<file path="src/rtl/muldiv_pkg.sv">
// Shared constants for the iterative RV32M multiply/divide unit.
package muldiv_pkg;

    localparam int XLEN = 32;

    localparam logic [2:0] F3_MUL    = 3'd0;
    localparam logic [2:0] F3_MULH   = 3'd1;
    localparam logic [2:0] F3_MULHSU = 3'd2;
    localparam logic [2:0] F3_MULHU  = 3'd3;
    localparam logic [2:0] F3_DIV    = 3'd4;
    localparam logic [2:0] F3_DIVU   = 3'd5;
    localparam logic [2:0] F3_REM    = 3'd6;
    localparam logic [2:0] F3_REMU   = 3'd7;

    typedef enum logic [1:0] {
        IDLE   = 2'd0,
        RUN    = 2'd1,
        FINISH = 2'd2
    } state_t;

endpackage

</file>
<file path="src/rtl/muldiv_step.sv">
// One iteration: shift-add multiply or restoring trial-subtract divide.
module muldiv_step
    import muldiv_pkg::*;
(
    input  logic              is_div,
    input  logic [2*XLEN-1:0] acc,
    input  logic [XLEN-1:0]   opd,
    output logic [2*XLEN-1:0] acc_next
);

    logic [XLEN:0]   sum;
    logic [XLEN:0]   shifted;
    logic [XLEN+1:0] diff;

    // Multiply: acc = {partial, multiplier}; divide: acc = {remainder, quotient}.
    always_comb begin
        sum     = {1'b0, acc[2*XLEN-1:XLEN]} + (acc[0] ? {1'b0, opd} : '0);
        shifted = acc[2*XLEN-1:XLEN-1];
        diff    = {1'b0, shifted} - {2'b00, opd};
        if (!is_div) begin
            acc_next = {sum, acc[XLEN-1:1]};
        end else if (diff[XLEN+1]) begin
            acc_next = {shifted[XLEN-1:0], acc[XLEN-2:0], 1'b0};
        end else begin
            acc_next = {diff[XLEN-1:0], acc[XLEN-2:0], 1'b1};
        end
    end

endmodule

</file>
<file path="src/rtl/muldiv_unit.sv">
// Iterative RV32M multiply/divide unit, fixed 33-cycle latency,
// writing back toward the register file port.
module muldiv_unit #(
    parameter int XLEN   = 32,
    parameter int CYCLES = 32
) (
    input  logic            clk,
    input  logic            rst,
    input  logic            start,
    input  logic [2:0]      funct3,
    input  logic [XLEN-1:0] op_a,
    input  logic [XLEN-1:0] op_b,
    input  logic [4:0]      rd_in,
    input  logic            flush,
    output logic            busy,
    output logic            done,
    output logic            wb_we,
    output logic [4:0]      wb_rd,
    output logic [XLEN-1:0] wb_data
);

    import muldiv_pkg::*;

    state_t            state, state_n;
    logic [5:0]        cnt;
    logic [2:0]        f3;
    logic [4:0]        rd;
    logic [XLEN-1:0]   opd;
    logic [2*XLEN-1:0] acc, acc_next, prod;
    logic              neg_q, neg_r;
    logic              go, fin;
    logic              sa, sb, a_neg, b_neg;
    logic [XLEN-1:0]   ma, mb, quo, rem, res;

    muldiv_step u_step (
        .is_div   (f3[2]),
        .acc      (acc),
        .opd      (opd),
        .acc_next (acc_next)
    );

    assign busy = (state != IDLE);

    always_comb begin
        state_n = state;
        go      = 1'b0;
        fin     = 1'b0;
        unique case (state)
            IDLE: begin
                if (start && !flush) begin
                    state_n = RUN;
                    go      = 1'b1;
                end
            end
            RUN: begin
                if (flush) state_n = IDLE;
                else if (cnt == 6'(CYCLES - 1)) state_n = FINISH;
            end
            FINISH: begin
                state_n = IDLE;
                fin     = !flush;
            end
            default: state_n = IDLE;
        endcase
    end

    always_comb begin
        sa = 1'b0;
        sb = 1'b0;
        unique case (funct3)
            F3_MULH, F3_DIV, F3_REM: begin
                sa = 1'b1;
                sb = 1'b1;
            end
            F3_MULHSU: sa = 1'b1;
            default: ;
        endcase
        a_neg = sa & op_a[XLEN-1];
        b_neg = sb & op_b[XLEN-1];
        ma    = a_neg ? -op_a : op_a;
        mb    = b_neg ? -op_b : op_b;
    end

    always_comb begin
        prod = neg_q ? -acc : acc;
        quo  = neg_q ? -acc[XLEN-1:0] : acc[XLEN-1:0];
        rem  = neg_r ? -acc[2*XLEN-1:XLEN] : acc[2*XLEN-1:XLEN];
        res  = prod[2*XLEN-1:XLEN];
        unique case (1'b1)
            f3 == F3_MUL:                  res = prod[XLEN-1:0];
            f3 == F3_DIV || f3 == F3_DIVU: res = quo;
            f3 == F3_REM || f3 == F3_REMU: res = rem;
            default: ;
        endcase
    end

    always_ff @(posedge clk or negedge rst) begin
        if (!rst) begin
            state   <= IDLE;
            cnt     <= '0;
            f3      <= '0;
            rd      <= '0;
            opd     <= '0;
            acc     <= '0;
            neg_q   <= 1'b0;
            neg_r   <= 1'b0;
            done    <= 1'b0;
            wb_we   <= 1'b0;
            wb_rd   <= '0;
            wb_data <= '0;
        end else begin
            state <= state_n;
            done  <= fin;
            wb_we <= fin && (rd != '0);
            if (go) begin
                f3  <= funct3;
                rd  <= rd_in;
                cnt <= '0;
                // Divide-by-zero keeps an all-ones quotient unsigned.
                if (funct3[2]) begin
                    acc   <= {{XLEN{1'b0}}, ma};
                    opd   <= mb;
                    neg_q <= (a_neg ^ b_neg) && (op_b != '0);
                    neg_r <= a_neg;
                end else begin
                    acc   <= {{XLEN{1'b0}}, mb};
                    opd   <= ma;
                    neg_q <= a_neg ^ b_neg;
                    neg_r <= 1'b0;
                end
            end else if (state == RUN) begin
                acc <= acc_next;
                cnt <= cnt + 6'd1;
            end
            if (fin) begin
                wb_data <= res;
                wb_rd   <= rd;
            end
        end
    end

endmodule

</file>
<file path="config.mk">
export PLATFORM = sky130hd
export DESIGN_NAME = muldiv_unit
export DESIGN_NICKNAME = d
export VERILOG_FILES = /design/src/rtl/muldiv_pkg.sv /design/src/rtl/muldiv_step.sv /design/src/rtl/muldiv_unit.sv
export SDC_FILE = /design/constraint.sdc
export NUM_CORES = 1
export LEC_CHECK = 0
export CORE_MARGIN = 4
export CORE_UTILIZATION = 24
export CTS_CLUSTER_DIAMETER = 80
export DETAILED_ROUTE_END_ITERATION = 10
export GPL_ROUTABILITY_DRIVEN = 0
export SLEW_MARGIN = 10
export SYNTH_ARGS = -nofsm -noshare
export SYNTH_HDL_FRONTEND = slang
export SYNTH_SLANG_ARGS = --single-unit
</file>
<file path="constraint.sdc">
create_clock -name clk -period 4.4 [get_ports clk]
set_input_delay 0.88 -clock clk [delete_from_list [all_inputs] [get_ports clk]]
set_output_delay 0.88 -clock clk [all_outputs]
set_load 0.005 [all_outputs]
</file>
* Word level (Yosys, flattened, before mapping)
Cells that the tools add are included.
** Storage, ports and cells
- Bits in registers :: 153
- Word-level logic and storage cells :: 77
** Operators by class
- Add/subtract/negate cells :: 8
- Equality and inequality tests :: 13
- Mux-type cells :: 26
- Bitwise operators :: 3
- Reductions and logical operators :: 15
** Operators with widths (number)
- $mux W64 :: 5
- $mux W32 :: 7
- $neg A32 Y32 :: 4
- $pmux W32 S3 :: 1
- $neg A64 Y64 :: 1
- $sub A33 B32 Y34 :: 1
- $add A32 B33 Y33 :: 1
- $reduce_bool A32 Y1 :: 1
- $eq A3 B3 Y1 const B :: 6
- $mux W6 :: 2
- $mux W1 :: 7
- $add A6 B1 Y6 const B :: 1
- $eq A6 B5 Y1 const B :: 1
- $mux W2 :: 3
- $reduce_bool A5 Y1 :: 1
- $pmux W2 S2 :: 1
- $reduce_bool A2 Y1 :: 2
- $reduce_or A4 Y1 :: 1
- $eq A3 B1 Y1 const B :: 1
- $eq A3 B2 Y1 const B :: 1
- $logic_and A1 B1 Y1 :: 3
- $logic_not A3 Y1 :: 1
- $ne A3 B3 Y1 const B :: 1
- $reduce_or A3 Y1 :: 1
- other kinds (9) :: 11

* Depth between registers and ports, before layout
Gate-level depths: netlist of the first run.
- Depth after elaboration :: 7
- Mapped depth :: 15
- Gate-level depth less buffers :: 13

* Hierarchy
Synthesis of the first run repeated with hierarchy kept, for this count alone.
** Second synthesis, totals
- Cell total of the unflattened synthesis :: 1957
- Area total of the unflattened synthesis :: 15064.4 um^2
** Modules (own cells, without submodules)
- muldiv_unit :: instances 1, cells an instance 1280, area each 10299.9 um^2
- muldiv_step :: instances 1, cells an instance 677, area each 4764.6 um^2

* Least setup slack after synthesis of the first run
Ideal clock, no wire load.
- Path kind :: flip-flop to flip-flop
- Start :: register acc[0]
- End :: register acc[62]
- Arrival :: 3.199 ns
- Setup slack :: 1.097 ns
- Cell stages (with the launch flop) :: 15
- Clock period less this slack :: 3.303 ns
- Cell sequence :: dfrtp_1 -> clkbuf_1 -> inv_1 -> clkbuf_1 -> nor2_1 -> ha_1 -> a21oi_1 -> o21ai_0 -> o211a_1 -> a2111oi_0 -> o31ai_1 -> nand4_1 -> a21oi_1 -> xnor2_1 -> a221oi_1
** Between the ends
- Cells in the longest elaborated chain, start to end :: 5
** RTL lines
- from (decl) :: RTL line muldiv_unit.sv:29 : logic [2*XLEN-1:0] acc, acc_next, prod;
- from (signal assigned) :: RTL line muldiv_unit.sv:121 : acc <= {{XLEN{1'b0}}, ma};
- from (signal assigned) :: RTL line muldiv_unit.sv:126 : acc <= {{XLEN{1'b0}}, mb};
- from (signal assigned) :: RTL line muldiv_unit.sv:132 : acc <= acc_next;
- $mux W32 :: RTL line muldiv_step.sv:17 : sum = {1'b0, acc[2*XLEN-1:XLEN]} + (acc[0] ? {1'b0, opd} : '0);
- $add A32 B33 Y33 :: RTL line muldiv_step.sv:17
- $mux W64 :: RTL line muldiv_step.sv:20 : if (!is_div) begin
- $mux W64 :: RTL line muldiv_unit.sv:131 : end else if (state == RUN) begin
- $mux W64 :: RTL line muldiv_unit.sv:115 : if (go) begin
Every way passes these cells. The select of a mux whose other input is x is not followed.
A chain may end at the register's enable or synchronous reset.

* Worst setup path in the final report of the first run
- Start :: register acc[32]
- End :: register acc[32]
** Between the ends
- Cells in the longest elaborated chain, start to end :: 5
** RTL lines
- $sub A33 B32 Y34 :: RTL line muldiv_step.sv:19 : diff = {1'b0, shifted} - {2'b00, opd};
- $mux W64 :: RTL line muldiv_step.sv:22 : end else if (diff[XLEN+1]) begin
- $mux W64 (*) :: RTL line muldiv_step.sv:20
- $mux W64 (*) :: RTL line muldiv_unit.sv:131
- $mux W64 (*) :: RTL line muldiv_unit.sv:115
Mark *: on every way between the ends. The rest lies on a longest branch, timed or not. The select of a mux whose other input is x is not followed.

==> results.toml, run 1 <==
[hold_path]
min_path_type = "reg2reg"

[logic_synthesis]
ys_types = 72
async_flop_share_pct = 100
synth_ff_type = "dfrtp_1"
netlist_instances = 1909
synth_edf_count = 0
yosysTopAreaCell = "dfrtp_1"
synth_top_area_share_pct = 26.4
synth_nets = 2056
ys_ff_latch = 153
synth.yosys.seq_area_share_pct = 26.4
yosysMostFrequentCell = "nand2_1"
syn_area_per_cell_um2 = 7.60
syn_area_mm2 = 0.0145
yosys_warnings = 0
synthTopCellsByArea = "dfrtp_1, o21ai_0, nand2_1"
synthTopCellsByCount = "nand2_1, o21ai_0, nor2_1"

[worst_setup_path]
cp_top_family = "compound AO/OA/AOI/OAI gates"
crit_buf_inv = 2
regToRegSetupSlack_ps = 570
arrival_ps = 4170
crit_fanout = 31
cp-end-kind = "flop"
worstPathRequired_ps = 4740
critical_path_class = "reg2reg"
cpMaxStageDelayCell = "dfrtp_1"
critPathMaxStageDelay_ps = 540
crit_chain = "ha_1 -> nor2b_1 -> o2111ai_1 -> a21oi_1 -> o21ai_0 -> o31ai_1 -> buf_4 -> a21boi_0 -> o31ai_4 -> buf_12 -> mux2_2 -> o221ai_1"
cp-start-kind = "flop"

[routing]
wire_per_inst_um = 19.0
vias_per_cell = 5.40
drt_pre_antenna_iters = 8
ant_nets = 0
wl_um = 52100
drt_iter0_markers = 1563
vias = 14800
drc = 0

[pwr]
p_int_mw = 4.68
clockPowerShare_pct = 15.6
p_sw_share_pct = 50.4
vdd_drop_max_v = 0.000277
p_seq_share_pct = 25.8
pwr-share-comb_pct = 58.7
power.leakage_nw = 6.94
p_per_area_mw_per_mm2 = 551
p_switching_mw = 4.75

[global_route]
antenna_found_initial = 0
gr-usage-all-layers_pct = 15.8
grt_pass1_vias = 13900
grt_pass1_wl_um = 80900
grt_max_degree = 93
grt-ovfl-total = 0

[cts]
clk_latency_ps = 440
cts_htree_levels = 4
hold_buffers = 0
cts.clk_slew.worst_paths_ps = 70
clock-sinks = 153
cts_tree = "yes"
clockBufferDepth = 2
clock-root-buffer = "clkbuf_16"
postCtsSetupBuffers = 0
numCtsBuffers = 17
cts_resized = 0

[sta]
rsz0062_at_grt = "no"
setup_viol = 0
worst_pin_slew_ps = 1190
final_max_slew_viol_count = 0
worst_clock_skew_ps = 12.1
hold_violations = 0
min_period_ps = 3830
final.period_utilization_pct = 87.1
fmax_mhz = 261
tns_ps = 0
slew_headroom_pct = 20.6

[finish]
design_area_mm2 = 0.0171
fillers = 6435
final_layout_size_suffix_gt1_share_pct = 5.27
area_growth_pct = 17.9
final_nets = 2107
antenna_cells = 0

[place]
place_area_mm2 = 0.0165
port_buffers = 115
post-dp-hpwl_um = 40800

[die]
dieArea_mm2 = 0.0644
io_pins = 116
rows = 89
coreArea_mm2 = 0.0595
die_y_um = 254
die_w_um = 254
start_util_pct = 24.4

[run_status]
status = "finished clean"

[job]
cap_violations = 0
==> cell type report <==
| cell class | count | area (µm²) | share of cell area, % |
|---|---|---|---|
| clock inverters | 14 | 134 | 0.783 |
| inverters | 65 | 244 | 1.43 |
| clock buffers | 18 | 439 | 2.57 |
| repair buffers | 156 | 1490 | 8.73 |
| multi-input cells | 1567 | 9990 | 58.4 |
| flip-flops and latches | 153 | 3830 | 22.4 |
| well taps | 773 | 967 | 5.66 |
==> worst paths after layout <==
path                             start          end  depth (start not counted)
setup / recovery               acc[32]      acc[32]                         12
hold / removal             wb_data[26]  wb_data[26]                          2
setup reg to reg               acc[32]      acc[32]                         12
hold reg to reg            wb_data[26]  wb_data[26]                          2
max in group asynchronous          rst      acc[50]                          2
min in group asynchronous          rst         done                          1
==> state kept, by name, summed over array words and instances, names as in the netlist, 2 cells and up <==
register and cells:
acc 64, cnt 6, f3 3, opd 32, rd 5, state 2
wb_data 32, wb_rd 5
==> layout by cell type, fill, tap and decap left out, types with 8 or more instances in the layout <==
| master | n |
|---|---|
| nand2_1 | 252 |
| o21ai_0 | 214 |
| nor2_1 | 159 |
| dfrtp_1 | 151 |
| a21oi_1 | 148 |
| clkdlybuf4s50_1 | 113 |
| xnor2_1 | 103 |
| xor2_1 | 94 |
| ha_1 | 69 |
| inv_1 | 64 |
| mux2i_1 | 61 |
| o211ai_1 | 47 |
| buf_4 | 38 |
| o31ai_1 | 32 |
| nand3_1 | 30 |
| nor3_1 | 27 |
| a22oi_1 | 27 |
| a21o_1 | 25 |
| or3_1 | 20 |
| o22ai_1 | 19 |
| or4_1 | 17 |
| clkbuf_16 | 17 |
| nor4_1 | 16 |
| a31oi_1 | 15 |
| o221ai_1 | 14 |
| o21a_1 | 13 |
| nand4_1 | 12 |
| a221oi_1 | 12 |
| and2_1 | 10 |
| nand2b_1 | 10 |
| a211oi_1 | 9 |
| and3_1 | 9 |
| o41ai_1 | 8 |
==> per-layer routing <==
layer	routed length (µm)	GRT usage (%)	part of all wire [%]	vias up
li1	-	-	-	7003
met1	23300	22.2	45	7044
met2	22900	24.7	44	694
met3	4130	2.76	7.9	95
met4	1700	4.91	3.3	0
met5	0	0	0	-
==> worst min-delay path, cell delays in order (launching register included) <==
cell and delay [ps]:
dfrtp_1 340, nand2_1 50, o21ai_0 60
==> cells by family after synthesis <==
group | count (synthesis) | share of synthesized area (%)
mux | 66 | 4.60
flops | 153 | 26.4
buf+inv | 189 | 4.92
xor+xnor | 197 | 11.9
simple gates | 604 | 19.1
fa+ha+maj | 71 | 6.23
compound gates | 629 | 26.8
==> power groups by stage <==
stage | clock (mW) | sequential (mW) | combinational (mW)
detailed placement | 0 | 2.44 | 5.37
global route | 1.54 | 2.48 | 6.03
global placement | 0 | 2.43 | 5.31
floorplan | 0 | 2.01 | 4.09
CTS | 1.49 | 2.41 | 5.41
finish | 1.47 | 2.43 | 5.53
==> metrics by stage <==
stage               hold WS (ps)  util (%)  setup slack [ps]  instances  total power, mW
floorplan                    449         -              1100       1909             6.10
global placement             461      27.8               636       2714             7.74
detailed placement           469      27.8               616       2714             7.81
CTS                          484      28.8               632       2746             9.30
global route                 490      28.8               342       2746             10.1
finish                       478      28.8               569       2746             9.43
Power figures use the tool's default switching activity.
==> inputs of run 2 (changes only) <==
--- a/config.mk
+++ b/config.mk
@@ -10,6 +10,7 @@
 export CTS_CLUSTER_DIAMETER = 80
 export DETAILED_ROUTE_END_ITERATION = 10
 export GPL_ROUTABILITY_DRIVEN = 0
+export SETUP_SLACK_MARGIN = 0.3
 export SLEW_MARGIN = 10
 export SYNTH_ARGS = -nofsm -noshare
 export SYNTH_HDL_FRONTEND = slang
==> constraint.sdc (replaced) <==
create_clock -name clk -period 4.7 [get_ports clk]
set_input_delay 0.94 -clock clk [delete_from_list [all_inputs] [get_ports clk]]
set_output_delay 0.94 -clock clk [all_outputs]
set_load 0.005 [all_outputs]
==> run 2 against run 1 <==
Compared with the run above:
- clock skew decreased by 2.2 ps
- register-to-register slack improved by 280 ps
- global-route usage decreased by 0.21 points
- non-clock buffer count decreased by 6
- sequential cell count unchanged
- total power decreased by 7.0%
- first-iteration DRC count decreased by 18%
- setup slack improved by 280 ps
- clock power decreased by 9.5%
- combinational power decreased by 6.7%
- design area decreased by 0.35%
==> results.toml, run 2 (same netlist as run 1, synthesis figures left out) <==
[run_status]
status = "finished clean"

[sta]
worst_pin_slew_ps = 1210
fmax_mhz = 260
rsz0062_at_grt = "no"
setup_viol = 0
final.period_utilization_pct = 81.9
tns_ps = 0
hold_violations = 0
whs_ps = 457
postLayoutSetupSlackWorst_ps = 853
worst_clock_skew_ps = 9.90
min_period_ps = 3850
final_max_slew_viol_count = 0
slew_headroom_pct = 19.2

[global_route]
grt_pass1_wl_um = 79600
grt_pass1_vias = 13600
grt-ovfl-total = 0
grt_max_degree = 89
antenna_found_initial = 0
gr-usage-all-layers_pct = 15.5

[cts]
postCtsSetupBuffers = 0
clockBufferDepth = 2
clock-root-buffer = "clkbuf_16"
numCtsBuffers = 17
cts_resized = 0
cts_tree = "yes"
hold_buffers = 0
clock-sinks = 153
cts.clk_slew.worst_paths_ps = 70
clk_latency_ps = 450
cts_htree_levels = 4

[routing]
vias_per_cell = 5.37
vias = 14700
wire_per_inst_um = 18.9
drt_iter0_markers = 1275
ant_nets = 0
wl_um = 51800
drt_pre_antenna_iters = 5
drc = 0

[finish]
largest-register = "acc"
final_common_cell = "nand2_1"
area_growth_pct = 17.5
instances_no_fill = 2740
antenna_cells = 0
design_area_mm2 = 0.0170
final_nets = 2101
final_layout_size_suffix_gt1_share_pct = 4.93
largest_reg_flops = 64
fillers = 6438
reg.largest.list = "acc: 64 flops, opd: 32 flops, wb_data: 32 flops"
mostFrequentLayoutCells = "nand2_1, o21ai_0, nor2_1"

[worst_setup_path]
cpMaxStageDelayCell = "a2111oi_0"
cp-end-kind = "flop"
cp-start-kind = "flop"
crit_fanout = 12
crit_chain = "inv_1 -> ha_1 -> nor3b_1 -> nand3_1 -> or3_1 -> or4_1 -> a21oi_1 -> a21oi_1 -> a2111oi_0 -> buf_4 -> a21o_1"
critPathMaxStageDelay_ps = 700
critical_path_class = "reg2reg"
worstPathRequired_ps = 5080
crit_top_cell = "a21oi_1"
arrival_ps = 4230

[place]
dpl_worst_slack_ps = 603
dp.cells = 2708
place_area_mm2 = 0.0165
post-dp-hpwl_um = 40500
port_buffers = 115

[die]
start_util_pct = 24.4
die_y_um = 254
dieArea_mm2 = 0.0644
rows = 89
coreArea_mm2 = 0.0595
io_pins = 116
die_w_um = 254

[hold_path]
min_path_type = "in2async"

[pwr]
p_per_area_mw_per_mm2 = 515
power.leakage_nw = 6.89
vdd_drop_max_v = 0.000334

[job]
cap_violations = 0
==> run 2: cell types whose count changed in the layout (fill, tap and decap cells not counted), sizes merged <==
cell	before	now
inv	71	69
clkinvlp	3	7
clkinv	5	3
buf	43	37
==> run 2: area by class of cell <==
class                      count  area, µm²  area share, %
clock buffer                  18        429           2.52
sequential                   153       3830           22.5
multi-input combinational   1567       9990           58.6
tap                          773        967           5.68
inverter                      65        244           1.43
clock inverter                14        116          0.683
timing repair buffer         150       1460           8.57
==> run 2: metal layers <==
metal	share of wire, %	vias up	wire, µm	global-route usage (%)
met5	0	-	0	0
met4	3.2	0	1650	5.08
met3	7.3	83	3800	2.43
met2	44	660	22700	24.0
met1	46	7006	23600	22.2
li1	-	6972	-	-
==> run 2: worst paths after layout <==
check                             from     endpoint  slack [ps]  cells past startpoint
max                            acc[32]  wb_data[28]         850                     11
min                                rst        rd[1]         460                      1
max reg2reg                    acc[32]  wb_data[28]         850                     11
min reg2reg                wb_data[28]  wb_data[28]         470                      1
max in group asynchronous          rst      acc[56]        3330                      2
min in group clk           wb_data[28]  wb_data[28]         470                      1
==> run 2: where the power goes <==
part | total, mW | leakage [nW] | internal, mW | switching [mW]
Clock | 1.33 | 0.244 | 0.686 | 0.645
Sequential | 2.28 | 1.97 | 1.60 | 0.676
Combinational | 5.16 | 4.68 | 2.06 | 3.10
==> run 2: through the flow <==
stage	power [mW]	utilization, %
2_1_floorplan	5.71	-
3_3_place_gp	7.21	27.7
3_5_place_dp	7.30	27.7
4_1_cts	8.66	28.7
5_1_grt	9.34	28.7
6_report	8.77	28.7
==> run 2: critical path, delay by kind of cell, from the launching register on <==
kind	cells	cell delay, ps
and+or+nand+nor	4	1550
DFF	1	560
buffers and inverters	2	340
adders and majority gates	1	290
AOI/OAI and AO/OA	4	1040
